`src/rtl/uart_alu_pkg.sv`:
```
// Shared definitions for the uart_alu packet engine: opcodes, FSM states, header size.
// Opcode 0x14 (DIV) is only treated as arithmetic when UART_ALU_DIV_EN is defined.
package uart_alu_pkg;

    localparam int unsigned HDR_LEN = 4;

    localparam logic [7:0] OP_ECHO = 8'h01;
    localparam logic [7:0] OP_ADD  = 8'h10;
    localparam logic [7:0] OP_SUB  = 8'h11;
    localparam logic [7:0] OP_XOR  = 8'h12;
    localparam logic [7:0] OP_MUL  = 8'h13;
    localparam logic [7:0] OP_DIV  = 8'h14;

    typedef enum logic [3:0] {
        ST_IDLE,
        ST_RSVD,
        ST_LEN_LO,
        ST_LEN_HI,
        ST_OPERAND,
        ST_EXEC,
        ST_RUN,
        ST_RESULT,
        ST_ECHO,
        ST_DRAIN
    } state_e;

    // Opcodes served by the iterative unit
    function automatic logic is_muldiv(input logic [7:0] op);
`ifdef UART_ALU_DIV_EN
        return (op == OP_MUL) || (op == OP_DIV);
`else
        return (op == OP_MUL);
`endif
    endfunction

    function automatic logic is_arith(input logic [7:0] op);
        return (op == OP_ADD) || (op == OP_SUB) || (op == OP_XOR) || is_muldiv(op);
    endfunction

endpackage

```
`src/rtl/alu_seq_muldiv.sv`:
```
// Iterative shift-add multiplier (low word) and, with UART_ALU_DIV_EN, a restoring divider.
// One bit per cycle, width_p cycles per operation; done_o pulses once with result_o valid.
module alu_seq_muldiv #(
    parameter int unsigned width_p = 32
) (
    input  logic               clk_i,
    input  logic               rst_ni,
    input  logic               start_i,
`ifdef UART_ALU_DIV_EN
    input  logic               div_i,
`endif
    input  logic [width_p-1:0] a_i,
    input  logic [width_p-1:0] b_i,
    output logic               done_o,
    output logic [width_p-1:0] result_o
);

    localparam int unsigned CNT_W = $clog2(width_p + 1);

    logic               busy_q;
    logic               done_q;
    logic [CNT_W-1:0]   cnt_q;
    logic [width_p-1:0] a_q;
    logic [width_p-1:0] b_q;
    logic [width_p-1:0] r_q;

`ifdef UART_ALU_DIV_EN
    logic               div_q;
    logic [width_p:0]   rem_sh_c;
    logic [width_p-1:0] rem_diff_c;
    logic               rem_ge_c;

    // a_q doubles as dividend shifter and quotient collector; divisor 0 yields all-ones
    always_comb begin
        rem_sh_c   = {r_q, a_q[width_p-1]};
        rem_ge_c   = rem_sh_c >= {1'b0, b_q};
        rem_diff_c = width_p'(rem_sh_c - {1'b0, b_q});
    end

    assign result_o = div_q ? a_q : r_q;
`else
    assign result_o = r_q;
`endif

    assign done_o = done_q;

    always_ff @(posedge clk_i or negedge rst_ni) begin
        if (!rst_ni) begin
            busy_q <= 1'b0;
            done_q <= 1'b0;
            cnt_q  <= '0;
            a_q    <= '0;
            b_q    <= '0;
            r_q    <= '0;
`ifdef UART_ALU_DIV_EN
            div_q  <= 1'b0;
`endif
        end else begin
            done_q <= 1'b0;
            if (start_i) begin
                busy_q <= 1'b1;
                cnt_q  <= CNT_W'(width_p);
                a_q    <= a_i;
                b_q    <= b_i;
                r_q    <= '0;
`ifdef UART_ALU_DIV_EN
                div_q  <= div_i;
`endif
            end else if (busy_q) begin
                cnt_q <= cnt_q - CNT_W'(1);
                if (cnt_q == CNT_W'(1)) begin
                    busy_q <= 1'b0;
                    done_q <= 1'b1;
                end
`ifdef UART_ALU_DIV_EN
                if (div_q) begin
                    if (rem_ge_c) begin
                        r_q <= rem_diff_c;
                        a_q <= {a_q[width_p-2:0], 1'b1};
                    end else begin
                        r_q <= rem_sh_c[width_p-1:0];
                        a_q <= {a_q[width_p-2:0], 1'b0};
                    end
                end else
`endif
                begin
                    if (b_q[0]) r_q <= r_q + a_q;
                    a_q <= a_q << 1;
                    b_q <= b_q >> 1;
                end
            end
        end
    end

endmodule

```
`src/rtl/uart_alu_engine.sv`:
```
// Packet ALU between UART rx and tx byte streams: parses header, folds operands, streams result LSB first.
// Define UART_ALU_DIV_EN to enable opcode 0x14 (unsigned division); otherwise it is rejected.
module uart_alu_engine
    import uart_alu_pkg::*;
#(
    parameter int unsigned datawidth_p     = 8,
    parameter int unsigned operand_width_p = 32,
    parameter int unsigned max_len_p       = 1024
) (
    input  logic                   clk_i,
    input  logic                   rst_ni,
    input  logic [datawidth_p-1:0] rx_data_i,
    input  logic                   rx_valid_i,
    output logic                   rx_ready_o,
    output logic [datawidth_p-1:0] tx_data_o,
    output logic                   tx_valid_o,
    input  logic                   tx_ready_i,
    output logic                   busy_o,
    output logic                   err_o
);

    localparam int unsigned DW     = datawidth_p;
    localparam int unsigned W      = operand_width_p;
    localparam int unsigned B      = W / DW;
    localparam int unsigned BCNT_W = 4;

    state_e              state_q, state_d;
    logic [7:0]          opcode_q;
    logic [DW-1:0]       len_lo_q;
    logic [15:0]         rem_q;
    logic [BCNT_W-1:0]   bcnt_q;
    logic                first_q;
    logic [W-1:0]        acc_q;
    logic [W-1:0]        opnd_q;
    logic                start_q;
    logic                tx_valid_q;
    logic [DW-1:0]       tx_data_q;
    logic                err_q;

    logic                rx_fire_c;
    logic [15:0]         len_c;
    logic [15:0]         plen_c;
    logic                len_bad_c;
    logic                shape_bad_c;
    logic                byte_last_c;
    logic                pay_last_c;
    logic                err_c;
    logic [W-1:0]        opnd_nxt_c;
    logic [W-1:0]        alu_c;
    logic                md_done;
    logic [W-1:0]        md_result;

    // Handshake-facing outputs; ECHO is a combinational pass-through
    always_comb begin
        busy_o     = (state_q != ST_IDLE);
        err_o      = err_q;
        tx_valid_o = tx_valid_q;
        tx_data_o  = tx_data_q;
        rx_ready_o = 1'b0;
        case (state_q)
            ST_IDLE, ST_RSVD, ST_LEN_LO, ST_LEN_HI, ST_OPERAND, ST_DRAIN: rx_ready_o = 1'b1;
            ST_ECHO: begin
                rx_ready_o = tx_ready_i;
                tx_valid_o = rx_valid_i;
                tx_data_o  = rx_data_i;
            end
            default: rx_ready_o = 1'b0;
        endcase
    end

    always_comb begin
        rx_fire_c   = rx_valid_i && rx_ready_o;
        len_c       = {rx_data_i, len_lo_q};
        plen_c      = len_c - 16'(HDR_LEN);
        len_bad_c   = (len_c < 16'(HDR_LEN)) || (32'(len_c) > max_len_p);
        shape_bad_c = (plen_c == 16'd0) || ((plen_c % 16'(B)) != 16'd0);
        byte_last_c = (bcnt_q == BCNT_W'(B - 1));
        pay_last_c  = (rem_q == 16'd1);
        opnd_nxt_c  = (opnd_q >> DW) | (W'(rx_data_i) << (W - DW));
        case (opcode_q)
            OP_ADD:  alu_c = acc_q + opnd_q;
            OP_SUB:  alu_c = acc_q - opnd_q;
            OP_XOR:  alu_c = acc_q ^ opnd_q;
            default: alu_c = acc_q;
        endcase
    end

    always_ff @(posedge clk_i or negedge rst_ni) begin
        if (!rst_ni) state_q <= ST_IDLE;
        else         state_q <= state_d;
    end

    // Next state and header validation
    always_comb begin
        state_d = state_q;
        err_c   = 1'b0;
        case (state_q)
            ST_IDLE:   if (rx_fire_c) state_d = ST_RSVD;
            ST_RSVD:   if (rx_fire_c) state_d = ST_LEN_LO;
            ST_LEN_LO: if (rx_fire_c) state_d = ST_LEN_HI;
            ST_LEN_HI: if (rx_fire_c) begin
                if (len_bad_c) begin
                    err_c   = 1'b1;
                    state_d = ST_IDLE;
                end else if (opcode_q == OP_ECHO) begin
                    state_d = (plen_c == 16'd0) ? ST_IDLE : ST_ECHO;
                end else if (!is_arith(opcode_q) || shape_bad_c) begin
                    err_c   = 1'b1;
                    state_d = (plen_c == 16'd0) ? ST_IDLE : ST_DRAIN;
                end else begin
                    state_d = ST_OPERAND;
                end
            end
            ST_OPERAND: if (rx_fire_c && byte_last_c) begin
                if (first_q)                  state_d = pay_last_c ? ST_RESULT : ST_OPERAND;
                else if (is_muldiv(opcode_q)) state_d = ST_RUN;
                else                          state_d = ST_EXEC;
            end
            ST_EXEC:   state_d = (rem_q == 16'd0) ? ST_RESULT : ST_OPERAND;
            ST_RUN:    if (md_done) state_d = (rem_q == 16'd0) ? ST_RESULT : ST_OPERAND;
            ST_RESULT: if (tx_valid_q && tx_ready_i && byte_last_c) state_d = ST_IDLE;
            ST_ECHO, ST_DRAIN: if (rx_fire_c && pay_last_c) state_d = ST_IDLE;
            default:   state_d = ST_IDLE;
        endcase
    end

    // Datapath: header capture, operand shifting, accumulator and result serialiser
    always_ff @(posedge clk_i or negedge rst_ni) begin
        if (!rst_ni) begin
            opcode_q   <= '0;
            len_lo_q   <= '0;
            rem_q      <= '0;
            bcnt_q     <= '0;
            first_q    <= 1'b0;
            acc_q      <= '0;
            opnd_q     <= '0;
            start_q    <= 1'b0;
            tx_valid_q <= 1'b0;
            tx_data_q  <= '0;
            err_q      <= 1'b0;
        end else begin
            err_q   <= err_c;
            start_q <= 1'b0;
            case (state_q)
                ST_IDLE:   if (rx_fire_c) opcode_q <= rx_data_i;
                ST_LEN_LO: if (rx_fire_c) len_lo_q <= rx_data_i;
                ST_LEN_HI: if (rx_fire_c) begin
                    rem_q   <= plen_c;
                    bcnt_q  <= '0;
                    first_q <= 1'b1;
                end
                ST_OPERAND: if (rx_fire_c) begin
                    rem_q <= rem_q - 16'd1;
                    if (byte_last_c) begin
                        bcnt_q  <= '0;
                        first_q <= 1'b0;
                        if (first_q) begin
                            acc_q <= opnd_nxt_c;
                        end else begin
                            opnd_q  <= opnd_nxt_c;
                            start_q <= is_muldiv(opcode_q);
                        end
                    end else begin
                        bcnt_q <= bcnt_q + BCNT_W'(1);
                        opnd_q <= opnd_nxt_c;
                    end
                end
                ST_EXEC: acc_q <= alu_c;
                ST_RUN:  if (md_done) acc_q <= md_result;
                // acc is consumed as a shift register while the result drains
                ST_RESULT: begin
                    if (!tx_valid_q) begin
                        tx_valid_q <= 1'b1;
                        tx_data_q  <= acc_q[DW-1:0];
                        acc_q      <= acc_q >> DW;
                    end else if (tx_ready_i) begin
                        if (byte_last_c) begin
                            tx_valid_q <= 1'b0;
                        end else begin
                            tx_data_q <= acc_q[DW-1:0];
                            acc_q     <= acc_q >> DW;
                            bcnt_q    <= bcnt_q + BCNT_W'(1);
                        end
                    end
                end
                ST_ECHO, ST_DRAIN: if (rx_fire_c) rem_q <= rem_q - 16'd1;
                default: ;
            endcase
        end
    end

    alu_seq_muldiv #(
        .width_p (W)
    ) u_muldiv (
        .clk_i    (clk_i),
        .rst_ni   (rst_ni),
        .start_i  (start_q),
`ifdef UART_ALU_DIV_EN
        .div_i    (opcode_q == OP_DIV),
`endif
        .a_i      (acc_q),
        .b_i      (opnd_q),
        .done_o   (md_done),
        .result_o (md_result)
    );

endmodule

```
`config.mk`:
```
export PLATFORM = sky130hd
export DESIGN_NAME = uart_alu_engine
export DESIGN_NICKNAME = d
export VERILOG_FILES = /design/src/rtl/uart_alu_pkg.sv /design/src/rtl/alu_seq_muldiv.sv /design/src/rtl/uart_alu_engine.sv
export SDC_FILE = /design/constraint.sdc
export NUM_CORES = 1
export LEC_CHECK = 0
export ABC_AREA = 1
export ABC_CLOCK_PERIOD_IN_PS = 3480
export BUFFER_PORTS_ARGS = -buffer_cell sky130_fd_sc_hd__buf_2
export CORE_MARGIN = 2
export CORE_UTILIZATION = 45
export CTS_CLUSTER_DIAMETER = 100
export CTS_CLUSTER_SIZE = 16
export DETAILED_ROUTE_END_ITERATION = 16
export PLACE_DENSITY = 0.6
export SYNTH_ARGS = -nofsm -noshare
export SYNTH_HDL_FRONTEND = slang
export SYNTH_SLANG_ARGS = --single-unit
```
`constraint.sdc`:
```
create_clock -name clk_i -period 3.48 [get_ports clk_i]
set_input_delay 0.522 -clock clk_i [delete_from_list [all_inputs] [get_ports clk_i]]
set_output_delay 0.522 -clock clk_i [all_outputs]
set_load 0.05 [all_outputs]
```
## Word level (Yosys, flattened, before mapping)

Index checks and enable logic that the tools add are counted.

- Bits in registers: 220
- Bits of input ports: 12
- Output and inout bits: 12
- Word-level logic and storage cells: 179

- $add $sub $neg: 7
- Order comparisons: 2
- Equal/unequal tests: 38
- Multiplexer cells: 76
- Bitwise logic cells: 2
- Reductions and logical operators: 36

Operators with widths:

| cell | count |
|---|---|
| $mux W32 | 16 |
| $pmux W32 S4 | 1 |
| $pmux W32 S3 | 1 |
| $mux W4 | 19 |
| $add A32 B32 Y32 | 2 |
| $pmux W4 S9 | 1 |
| $eq A8 B5 Y1 const B | 4 |
| $logic_not A16 Y1 | 2 |
| $mux W16 | 2 |
| $mux W8 | 4 |
| $ne A2 B2 Y1 const B | 16 |
| $or A24 B32 Y32 | 1 |
| $pmux W16 S2 | 1 |
| $sub A32 B32 Y32 | 1 |
| $xor A32 B32 Y32 | 1 |
| $mux W1 | 22 |
| $eq A16 B1 Y1 const B | 1 |
| $eq A4 B3 Y1 const B | 4 |
| $gt A16 B11 Y1 const B | 1 |
| $lt A16 B3 Y1 const B | 1 |
| $reduce_and A8 Y1 | 2 |
| $reduce_bool A16 Y1 | 1 |
| $sub A16 B1 Y16 const B | 1 |
| $sub A16 B3 Y16 const B | 1 |
| other kinds (28) | 55 |

## Longest topological paths before layout

- Depth after elaboration: 11
- Depth in mapped cells: 27

## By module

From an unflattened synthesis, not the netlist that was laid out.

- Cells, all modules: 2,487
- Area total of the unflattened synthesis: 16,439.5 um2

Modules (own cells, without submodules):

| module | times used | cells each | area each (um2) |
|---|---|---|---|
| uart_alu_engine | 1 | 1,531 | 9,825.7 |
| alu_seq_muldiv | 1 | 956 | 6,613.8 |

## Worst setup path before layout

Ideal clock, no wire load.

- Kind: register to register
- From: reg opcode_q[3]
- To: reg acc_q[17]
- Setup time: 0.116 ns
- Arrival time: 3.012 ns
- Required time: 3.364 ns
- Setup slack: 0.352 ns
- Stages on the path, launching flop included: 22
- Buffers on the path: 1
- Cell sequence: dfrtp_1 or2_1 nor2_1 nand2_1 nor2_1 inv_2 clkbuf_1 nand2_1 xor2_1 inv_1 ha_1 nand2_1 nor2_1 inv_1 nor3_1 nand3b_1 nand4_1 nand3_1 a21oi_1 nand2_1 nand2_1 nand2_1

- Word-level cells in the longest chain between the ends: 3
- Elaborated cells on any way between the ends: 7
- Classes of those cells: eq/ne: 4; mux: 2; reduce/logical: 1

RTL lines:

| element | line | source |
|---|---|---|
| from (decl) | uart_alu_engine.sv:28 | `logic [7:0] opcode_q;` |
| from (signal assigned) | uart_alu_engine.sv:145 | `ST_IDLE: if (rx_fire_c) opcode_q <= rx_data_i;` |
| $eq A8 B5 Y1 | uart_alu_engine.sv:80 | `case (opcode_q)` |
| $pmux W32 S3 / $ne A4 B4 Y1 (equally long branches) | - |  |
| $pmux W32 S4 / $reduce_and A8 Y1 (equally long branches) | - |  |
| to (signal assigned) | uart_alu_engine.sv:158 | `acc_q <= opnd_nxt_c;` |
| to (signal assigned) | uart_alu_engine.sv:168 | `ST_EXEC: acc_q <= alu_c;` |
| to (signal assigned) | uart_alu_engine.sv:169 | `ST_RUN: if (md_done) acc_q <= md_result;` |
| to (decl) | uart_alu_engine.sv:33 | `logic [W-1:0] acc_q;` |

Several ways; a longest one is shown, not always the timed one.
A chain may end at the register's enable or synchronous reset.

## Worst setup path in the final report

- From: reg opnd_q[1]
- To: reg acc_q[29]

- Word-level cells in the longest chain between the ends: 3
- Elaborated cells on any way between the ends: 4
- Classes of those cells: add/sub: 2; mux: 2

RTL lines:

| element | line | source |
|---|---|---|
| from (decl) | uart_alu_engine.sv:34 | `logic [W-1:0] opnd_q;` |
| from (signal assigned) | uart_alu_engine.sv:160 | `opnd_q <= opnd_nxt_c;` |
| from (signal assigned) | uart_alu_engine.sv:165 | `opnd_q <= opnd_nxt_c;` |
| $sub A32 B32 Y32 / $add A32 B32 Y32 (equally long branches) | uart_alu_engine.sv:82, uart_alu_engine.sv:81 |  |
| $pmux W32 S3 * | uart_alu_engine.sv:80 |  |
| $pmux W32 S4 * | uart_alu_engine.sv:144 | `case (state_q)` |

Every way passes the cells marked *; elsewhere a longest branch is shown, timed or not.

==> results.py <==
metrics = {
    "route": {
        "first_pass_iters": 7,
        "post-route-drc-count": 0,
        "routed_wl_um": 55100,
        "drt.antenna.violating_nets": 0,
        "viasPerCell": 5.71,
        "vias": 15900,
        "routedWlPerCell_um": 19.8,
        "drtIter0Drc": 1233,
    },
    "clocking": {
        "numCtsBuffers": 18,
        "worst_setup_hold_path_clk_slew_ps": 80,
        "clock_sinks": 220,
        "cts_tree": "yes",
        "clk_latency_ps": 520,
        "cts_hold_buf": 0,
        "clockBufferDepth": 3,
        "h-tree-depth": 1,
        "root_buffer": "clkbuf_16",
    },
    "timing": {
        "finalSetupViolations": 0,
        "slew_headroom_pct": 28.0,
        "final.period_utilization_pct": 97.2,
        "rsz0062_at_grt": "yes",
        "final_hold_viol_count": 10,
        "whs_ps": -3.68,
        "fmax_ghz": 0.296,
        "finalClockSkew_ps": 22.3,
        "worst_pin_slew_ps": 1080,
        "setup_ws_ps": 99.1,
        "final-max-slew-violation-count": 0,
        "min_period_ps": 3380,
    },
    "synth": {
        "ys_types": 55,
        "synthesis.nets": 2340,
        "yosys-top-cells-area": "dfrtp_1 35%, nand2_1 14%, o21ai_0 7.4%",
        "synth_top_area_cell": "dfrtp_1",
        "synth_area_um2": 15600,
        "ys_seq_elements": 220,
        "synthCells": 2255,
        "synth_top_area_share_pct": 35.2,
        "ys_warn_count": 0,
        "ys_seq_area_share_pct": 35.2,
        "syn-mean-instance-area_um2": 6.93,
    },
    "setup_path": {
        "cp.required_ps": 3890,
        "critPathKind": "reg -> reg",
        "crit_path_max_fanout": 3,
        "critPathLaunchType": "flip-flop",
        "end_kind": "flip-flop",
        "arrival_ps": 3790,
    },
    "job": {
        "cap_violations": 0,
    },
    "floorplan": {
        "dieArea_um2": 36300,
        "core.rowCount": 68,
        "initial_core_util_pct": 45.5,
        "core_um2": 34400,
        "io_pins": 24,
        "die-height_um": 190,
        "fp.dieW_um": 190,
    },
    "layout": {
        "multiInputGateArea_um2": 9170,
        "drive_gt1_share_pct": 12.1,
        "final.fill_count": 3471,
        "syn_to_final_growth_pct": 13.9,
        "seq_area_um2": 5510,
        "final_cells": 2788,
        "final_nets": 2414,
        "num_antenna_cells": 0,
    },
    "power_and_ir_drop": {
        "p_total_uw": 8340,
        "ir_worst_vdd_uv": 296,
        "p_per_area_nw_per_um2": 468,
        "leakagePower_uw": 0.00857,
    },
    "global_routing": {
        "grt_pass1_wl_um": 85900,
        "grt_max_degree": 98,
        "grt_overflow": 0,
        "antenna_found_initial": 0,
        "grt_util_all_layers_pct": 30.3,
        "grt_pass1_vias": 15100,
    },
    "placement": {
        "portBuffers": 23,
        "post-dp-hpwl_um": 41900,
        "place_ws_ps": -205,
        "gp_congestion": 0.991,
        "placed_cells": 2748,
    },
    "outcome": {
        "violations": "hold timing",
        "status": "finished, violations left",
    },
    "worst_hold_path": {
        "hp-class": "in -> async",
    },
}
-- through the flow --
step / setup TNS [ps] / util [%] / area, µm²
floorplan: 0 / - / 15600
global placement: -844 / 48.7 / 16700
detailed placement: -997 / 48.7 / 16700
CTS: 0 / 50.4 / 17300
global route: -603 / 51.8 / 17800
finish: 0 / 51.8 / 17800
-- placed cells by master (no fill, tap or decap), drive strengths merged --
master and instances:
nand2 607, inv 286, o21ai 241, dfrtp 220
nor2 173, a21oi 159, buf 132, nand3 124
ha 71, xor2 49, a22oi 37, nand4 30
o211ai 30, o22ai 26, nor3 24, clkbuf 22
xnor2 16, o221ai 11, o21bai 10, nand3b 8
a31oi 8, nor4 8, o31ai 8, o21a 6
a21o 6, clkinv 3, a21boi 3, or2 3
a221oi 2, fa 2, and2 1, o211a 1
a211oi 1, nor3b 1, o32ai 1, a32o 1
o311ai 1, o2111ai 1
-- cells in the mapped netlist (all sizes together) --
cell	instances
nand3	124
o211a	1
xor2	49
o32ai	1
xnor2	16
nor4	8
o221ai	11
a22oi	37
dfrtp	220
o22ai	26
o21ai	241
a31oi	8
o311ai	1
a221oi	2
nor2	173
nor3	24
a21oi	159
a32o	1
o21a	6
nand3b	8
clkbuf	56
nor3b	1
and2	1
buf	22
nand4	30
a21o	6
o2111ai	1
inv	284
a21boi	3
ha	71
a211oi	1
nand2	607
o21bai	10
o211ai	30
or2	3
fa	2
o31ai	8
clkinv	3
-- cell families (layout without fill, tap and decap cells) --
logic type	after synthesis	count (layout)	synth area share [%]
AOI/OAI and AO/OA	553	553	20.3
xor gates and xnor gates	65	65	3.64
adders and majority gates	73	73	5.94
buffers and inverters	365	443	9.00
DFF	220	220	35.2
and+or+nand+nor	979	979	25.9
-- repair_timing --
item,in CTS,in global routing
resized for setup,14,125
pin swaps,11,42
cloned,0,0
buffers inserted,4,12
setup endpoints to repair,12,25
-- worst paths after layout --
check | from | endpoint | slack, ps | cells past startpoint
worst max-delay path | opnd_q[1]$_DFFE_PN0P_ | acc_q[29]$_DFFE_PN0P_ | 100 | 24
worst min-delay path | rst_ni | rem_q[7]$_DFFE_PN0P_ | -4 | 1
worst max register to register | opnd_q[1]$_DFFE_PN0P_ | acc_q[29]$_DFFE_PN0P_ | 100 | 24
worst min register to register | opcode_q[3]$_DFFE_PN0P_ | opcode_q[3]$_DFFE_PN0P_ | 490 | 2
max in group asynchronous | rst_ni | u_muldiv.a_q[20]$_DFFE_PN0P_ | 2430 | 2
min in group clk_i | tx_ready_i | tx_valid_q$_DFFE_PN0P_ | 340 | 4
-- final cells by class --
type | count | share of cell area, %
clock buffers | 22 | 2.79
clock inverters | 2 | 0.112
inverters | 287 | 6.06
multi-input cells | 1670 | 51.5
flip-flops and latches | 220 | 30.9
well taps | 455 | 3.20
repair buffers | 132 | 5.45
-- metal layers --
layer / global-route usage [%] / wire length, µm / vias to the layer above
li1: - / - / 7635
met1: 42.0 / 24300 / 7632
met2: 49.2 / 25300 / 534
met3: 3.51 / 3610 / 106
met4: 10.2 / 1930 / 0
met5: 0 / 0 / -
-- critical path: stages (launching register included) --
cell and delay [ps]:
dfrtp_1 390, inv_2 80, ha_4 150, nand2_4 50, nor2_4 110, nand4_1 210, nor2_4 210, nand4_1 140
o21ai_1 180, buf_4 140, nand2_1 50, xor2_1 160, ha_1 360, nand2_2 100, buf_6 140, nor2_4 90
nand2_2 70, nor2_1 160, nor2_2 70, nand3_2 60, nand2_1 50, o21bai_1 140, nand2_1 70, nand2_1 50
nand2_1 50
-- sequential cells by signal (all words and copies together), names as in the netlist --
signal and count:
acc_q 32, bcnt_q 4, err_o 1, first_q 1, len_lo_q 8, opcode_q 8
opnd_q 32, rem_q 16, start_q 1, state_q 4, tx_data_q 8, tx_valid_q 1
u_muldiv.a_q 32, u_muldiv.b_q 32, u_muldiv.busy_q 1, u_muldiv.cnt_q 6, u_muldiv.done_o 1, u_muldiv.result_o 32
-- power breakdown --
part	internal, µW	leakage [µW]	switching [µW]	total, µW
Combinational	928	0.00542	1830	2760
Clock	1010	0.000254	1020	2040
Sequential	3050	0.00290	494	3550
Total	5000	0.00857	3340	8340
Power figures use the tool's default switching activity.
